`src/rtl/mult_par_pkg.sv`:
```
// rtl/mult_par_pkg.sv - shared types, defaults and parity helper for mult_par
package mult_par_pkg;

  typedef enum logic [1:0] {
    IDLE  = 2'd0,
    CHECK = 2'd1,
    MUL   = 2'd2
  } state_t;

  localparam int WIDTH_DEFAULT      = 16;
  localparam int PARITY_ODD_DEFAULT = 0;

  // Callers zero-extend their data; extra zeros never change the parity.
  function automatic logic parity_calc(input logic [127:0] data, input logic odd);
    return odd ? ~^data : ^data;
  endfunction

endpackage

```
`src/rtl/mult_par_shift_add.sv`:
```
// rtl/mult_par_shift_add.sv - unsigned WIDTH x WIDTH iterative shift-add multiplier
module mult_par_shift_add
  import mult_par_pkg::*;
#(
  parameter int WIDTH = WIDTH_DEFAULT
) (
  input  logic               clk,
  input  logic               rst,
  input  logic               start,
  input  logic [WIDTH-1:0]   a,
  input  logic [WIDTH-1:0]   b,
  output logic               done,
  output logic [2*WIDTH-1:0] product
);

  localparam int CW = $clog2(WIDTH);

  logic [2*WIDTH-1:0] acc;
  logic [2*WIDTH-1:0] mcand;
  logic [2*WIDTH-1:0] acc_next;
  logic [WIDTH-1:0]   mplier;
  logic [CW-1:0]      count;
  logic               running;

  always_comb begin
    acc_next = acc + (mplier[0] ? mcand : '0);
  end

  // product is the accumulator after the current step, so it is final while done is high
  assign product = acc_next;
  assign done    = running && (count == CW'(WIDTH - 1));

  always_ff @(posedge clk) begin
    if (rst) begin
      acc     <= '0;
      mcand   <= '0;
      mplier  <= '0;
      count   <= '0;
      running <= 1'b0;
    end else if (start) begin
      acc     <= '0;
      mcand   <= {{WIDTH{1'b0}}, a};
      mplier  <= b;
      count   <= '0;
      running <= 1'b1;
    end else if (running) begin
      acc    <= acc_next;
      mcand  <= mcand << 1;
      mplier <= mplier >> 1;
      count  <= count + CW'(1);
      if (done) begin
        running <= 1'b0;
      end
    end
  end

endmodule

```
`src/rtl/mult_par.sv`:
```
// rtl/mult_par.sv - signed multiplier with operand parity check and req/ack handshake
module mult_par
  import mult_par_pkg::*;
#(
  parameter int WIDTH      = WIDTH_DEFAULT,
  parameter int PARITY_ODD = PARITY_ODD_DEFAULT
) (
  input  logic               clk,
  input  logic               rst,
  input  logic [WIDTH-1:0]   arg_a,
  input  logic               arg_a_parity,
  input  logic [WIDTH-1:0]   arg_b,
  input  logic               arg_b_parity,
  input  logic               req,
  output logic               ack,
  output logic [2*WIDTH-1:0] result,
  output logic               result_parity,
  output logic               result_rdy,
  output logic               arg_parity_error,
  output logic               busy
);

  localparam logic ODD = (PARITY_ODD != 0);

  state_t             state;
  state_t             state_next;
  logic [WIDTH-1:0]   a_q;
  logic [WIDTH-1:0]   b_q;
  logic               a_par_q;
  logic               b_par_q;
  logic [WIDTH-1:0]   a_mag;
  logic [WIDTH-1:0]   b_mag;
  logic               negate;
  logic               parity_bad;
  logic               mul_done;
  logic [2*WIDTH-1:0] mag_product;
  logic [2*WIDTH-1:0] signed_product;
  logic               capture;
  logic               start_mul;
  logic               finish_err;
  logic               finish_mul;

  assign parity_bad = (a_par_q != parity_calc(128'(a_q), ODD)) ||
                      (b_par_q != parity_calc(128'(b_q), ODD));

  // Negating the most-negative value yields 2^(WIDTH-1), still exact as unsigned.
  assign a_mag          = a_q[WIDTH-1] ? -a_q : a_q;
  assign b_mag          = b_q[WIDTH-1] ? -b_q : b_q;
  assign negate         = a_q[WIDTH-1] ^ b_q[WIDTH-1];
  assign signed_product = negate ? -mag_product : mag_product;

  mult_par_shift_add #(
    .WIDTH(WIDTH)
  ) u_shift_add (
    .clk    (clk),
    .rst    (rst),
    .start  (start_mul),
    .a      (a_mag),
    .b      (b_mag),
    .done   (mul_done),
    .product(mag_product)
  );

  always_ff @(posedge clk) begin
    if (rst) begin
      state <= IDLE;
    end else begin
      state <= state_next;
    end
  end

  always_comb begin
    state_next = state;
    case (state)
      IDLE:    if (req) state_next = CHECK;
      CHECK:   state_next = parity_bad ? IDLE : MUL;
      MUL:     if (mul_done) state_next = IDLE;
      default: state_next = IDLE;
    endcase
  end

  always_comb begin
    capture    = 1'b0;
    start_mul  = 1'b0;
    finish_err = 1'b0;
    finish_mul = 1'b0;
    busy       = 1'b0;
    case (state)
      IDLE:    capture = req;
      CHECK: begin
        busy       = 1'b1;
        start_mul  = !parity_bad;
        finish_err = parity_bad;
      end
      MUL: begin
        busy       = 1'b1;
        finish_mul = mul_done;
      end
      default: busy = 1'b0;
    endcase
  end

  always_ff @(posedge clk) begin
    if (rst) begin
      a_q              <= '0;
      b_q              <= '0;
      a_par_q          <= 1'b0;
      b_par_q          <= 1'b0;
      ack              <= 1'b0;
      result           <= '0;
      result_parity    <= parity_calc('0, ODD);
      result_rdy       <= 1'b0;
      arg_parity_error <= 1'b0;
    end else begin
      ack        <= capture;
      result_rdy <= finish_err || finish_mul;
      if (capture) begin
        a_q     <= arg_a;
        b_q     <= arg_b;
        a_par_q <= arg_a_parity;
        b_par_q <= arg_b_parity;
      end
      if (finish_err) begin
        result           <= '0;
        result_parity    <= parity_calc('0, ODD);
        arg_parity_error <= 1'b1;
      end else if (finish_mul) begin
        result           <= signed_product;
        result_parity    <= parity_calc(128'(signed_product), ODD);
        arg_parity_error <= 1'b0;
      end
    end
  end

endmodule

```
`config.mk`:
```
export PLATFORM = sky130hd
export DESIGN_NAME = mult_par
export DESIGN_NICKNAME = d
export VERILOG_FILES = /design/src/rtl/mult_par_pkg.sv /design/src/rtl/mult_par_shift_add.sv /design/src/rtl/mult_par.sv
export SDC_FILE = /design/constraint.sdc
export NUM_CORES = 1
export LEC_CHECK = 0
export CAP_MARGIN = 0
export CORE_ASPECT_RATIO = 0.7
export CORE_UTILIZATION = 54
export CTS_CLUSTER_DIAMETER = 30
export DETAILED_ROUTE_END_ITERATION = 16
export HOLD_SLACK_MARGIN = 0.08
export PLACE_DENSITY = 0.77
export RECOVER_POWER = 100
export SLEW_MARGIN = 10
export SYNTH_ARGS = -nofsm -noshare
export SYNTH_HDL_FRONTEND = slang
export SYNTH_SLANG_ARGS = --single-unit
```
`constraint.sdc`:
```
create_clock -name clk -period 4.8 [get_ports clk]
set_input_delay 1.44 -clock clk [delete_from_list [all_inputs] [get_ports clk]]
set_output_delay 1.44 -clock clk [all_outputs]
set_load 0.005 [all_outputs]
```
==> flow_metrics.env <==
export IMPL_status="complete, but fails checks"
export IMPL_violations="design-rule violations, max-capacitance violations, max-slew violations, negative setup slack"
export IMPL_cpPeakStageDelay_ns=0.47
export IMPL_cts_root_buf="clkbuf_16"
export IMPL_yosys_area_share_simple_pct=18.5
export IMPL_drtIter0Drc=901
export IMPL_grt_usage_pct=27.5
export IMPL_topRoutingLayerUsed="met4"
export IMPL_grt_first_pass_wirelength_mm=42.6
export IMPL_rr_startpoint="u_shift_add.mplier[0]"
export IMPL_drive_gt1_share_pct=13.7
export IMPL_fmax_mhz=208
export IMPL_ant_nets=0
export IMPL_end_kind="register"
export IMPL_maxSlewViolCount=106
export IMPL_async_reset_ff_share_pct=0
export IMPL_slew_headroom_pct=-116
export IMPL_min_path_type="reg2reg"
export IMPL_p_leak_nw=4.90
export IMPL_m1WireLength_mm=13.9
export IMPL_wl_met2_mm=10.5
export IMPL_n_fill_cell=1438
export IMPL_layout_common_cells="nor2_1, dfxtp_1, nand2_1"
export IMPL_tightest_slew_ns=3.25
export IMPL_nets=1441
export IMPL_synth_area_leaders="dfxtp_1, xnor2_1, mux2i_1"
export IMPL_crit_chain="buf_12 > and2_1 > ha_4 > a21o_1 > buf_4 > a221oi_4 > buf_4 > xnor2_2 > a211o_4 > or2_4 > nor2_2 > buf_4 > a21oi_1 > xnor2_1 > xnor3_1 > xor3_1 > xnor3_1 > nand2_1 > a21oi_2"
export IMPL_path_common_cell="buf_4"
export IMPL_routed_wl_mm=27.1
export IMPL_cts_buffers=17
export IMPL_holdBufCountCts=0
export IMPL_hold_slack_ns=0.444
export IMPL_setup_viol=1
export IMPL_cpMaxStageDelayCell="xnor3_1"
export IMPL_syn_inst=1241
export IMPL_cap_violations=2
export IMPL_avgSynthCellArea_um2=8.19
export IMPL_ys_warn_count=0
export IMPL_synth_seq_cells=157
export IMPL_synth_top_family_by_area="compound AO/OA/AOI/OAI gates"
export IMPL_antennaDiodeCount=0
export IMPL_fin_crit_sh_pct=100
export IMPL_via_per_inst=5.75
export IMPL_die_h_um=117
export IMPL_initial_core_util_pct=55.8
export IMPL_cts_tree="yes"
export IMPL_period_needed_ns=4.82
export IMPL_coreArea_um2=18200
export IMPL_min_from="result[2]"
export IMPL_antenna_found_initial=0
export IMPL_fin_util_pct=68.4
export IMPL_clk_latency_ns=0.43
export IMPL_ys_types=79
export IMPL_synth_xor_area_share_pct=13.1
export IMPL_grt_max_degree=73
export IMPL_row_count=41
export IMPL_worstSetupStartpointType="register"
export IMPL_yosysSeqAreaShare_pct=30.9
export IMPL_hpwl_mm=19.6
export IMPL_clock_path_buffers=2
export IMPL_synth_top_area_share_pct=30.9
export IMPL_clk_pin_slew_ns=0.07
export IMPL_crit_path_start="u_shift_add.mplier[0]"
export IMPL_synth_mux_area_share_pct=7.42
export IMPL_cp_required_ns=5.11
export IMPL_num_vias=9214
export IMPL_layout_commonest_cell="nor2_1"
export IMPL_syn2layout_area_growth_pct=22.4
export IMPL_p_per_area_nw_per_um2=518
export IMPL_vdd_ir_drop_max_v=0.000348
export IMPL_grt_pass1_vias=8095
export IMPL_min_path_cells=2
export IMPL_synth_nets=1329
export IMPL_cts_sinks=157
export IMPL_synth_compound_area_share_pct=19.2
export IMPL_portBuffers=73
export IMPL_gp_congestion=0.980
export IMPL_synth_edff_count=0
export IMPL_drt_pass1_iterations=11
export IMPL_rsz0062_at_grt="yes"
export IMPL_path_max_fanout=31
export IMPL_reg2regPathDepth=19
export IMPL_netlist_area_um2=10200
export IMPL_setup_ws_ns=-0.0172
export IMPL_die_width_um=166
export IMPL_ios=74
export IMPL_hold_violations=0
export IMPL_die_area_um2=19400
export IMPL_wire_per_inst_um=16.9
export IMPL_yosysTopAreaCell="dfxtp_1"
export IMPL_critPathArrivalTime_ns=5.13
export IMPL_grt_overflow=0
export IMPL_finClkSkew_ns=0.00972
export IMPL_h_tree_depth=4
export IMPL_synthAdderAreaFrac_pct=6.35
export IMPL_met3_length_mm=2.51
export IMPL_synth_main_ff_cell="dfxtp_1"
export IMPL_drc=12
export IMPL_power_w=0.00645
export IMPL_criticalPathCategory="reg2reg"
## stage by stage
step / TNS (ns) / instance area, um^2 / worst slack (ns) / std cells
global route: -0.190 / 12500 / -0.190 / 1602
global placement: 0 / 11500 / 0.118 / 1551
detailed placement: -0.161 / 11500 / -0.161 / 1551
finish: -0.0172 / 12500 / -0.0172 / 1602
CTS: 0 / 12200 / 0.0200 / 1590
floorplan: 0 / 10200 / 0.0391 / 1241
## flip-flops by register name, summed over array words and instances, names as in the netlist
| name | flops |
|---|---|
| a_par_q | 1 |
| a_q | 16 |
| ack | 1 |
| arg_parity_error | 1 |
| b_par_q | 1 |
| b_q | 16 |
| result | 32 |
| result_parity | 1 |
| result_rdy | 1 |
| state | 2 |
| u_shift_add.acc | 32 |
| u_shift_add.count | 4 |
| u_shift_add.mcand | 32 |
| u_shift_add.mplier | 16 |
| u_shift_add.running | 1 |
## final timing paths
check / endpoint / slack [ns]
max: result_parity / -0.02
min: result[2] / 0.44
max reg2reg: result_parity / -0.02
min reg2reg: result[2] / 0.44
## final cells by class
class,count,area (um^2),share of cell area (%)
flip-flops and latches,157,3150,25.3
well taps,236,295,2.37
multi-input cells,965,6850,55.0
repair buffers,164,1420,11.4
inverters,48,180,1.45
clock buffers,19,453,3.64
clock inverters,13,106,0.854
## report_power, final
part	internal (W)	switching (W)	total [W]
Clock	0.000698	0.000595	0.00129
Sequential	0.00149	0.000235	0.00172
Combinational	0.00175	0.00169	0.00343
Total	0.00393	0.00252	0.00645
## critical path: cells and delay by family, from the launching register on
kind                     cells  cell delay [ns]
flip-flops                   1             0.36
AND/OR/NAND/NOR              4             0.82
adder cells (fa/ha/maj)      1             0.22
XOR/XNOR                     5             1.59
AO/OA/AOI/OAI                5             1.00
buffers and inverters        4             0.69
## repair_timing
item	CTS	global route
setup buffers	7	12
endpoints found under the setup margin	1	1
gates cloned	0	0
gates resized for setup	17	29
pin swaps	11	26
## cell usage after synthesis (4+ instances only)
library cell / instances
inv_1: 48
o21ai_0: 32
or3_1: 14
a21o_1: 16
xnor3_1: 6
mux2i_1: 72
a211oi_1: 62
o211a_1: 4
nor3_1: 13
a31oi_1: 14
o211ai_1: 8
buf_2: 6
nor2_1: 159
and3_1: 6
xor2_1: 25
nand2_1: 145
xnor2_1: 97
nand2b_1: 5
buf_1: 4
o21ai_1: 4
o21bai_1: 5
and2_1: 38
clkbuf_1: 59
ha_1: 50
a21oi_1: 98
nand4_1: 11
nand3_1: 11
dfxtp_1: 157
## routing by layer
layer  up-vias  track usage, %
li1       4551               -
met1      4312            41.9
met2       331            37.4
met3        20            7.97
met4         0            6.29
met5         -               0
## logic make-up after synthesis
kind of cell | after synthesis
adder cells (fa/ha/maj) | 51
XOR/XNOR | 134
AO/OA/AOI/OAI | 287
multiplexers | 74
buffers and inverters | 119
AND/OR/NAND/NOR | 419
flip-flops | 157
Power figures use the tool's default switching activity.
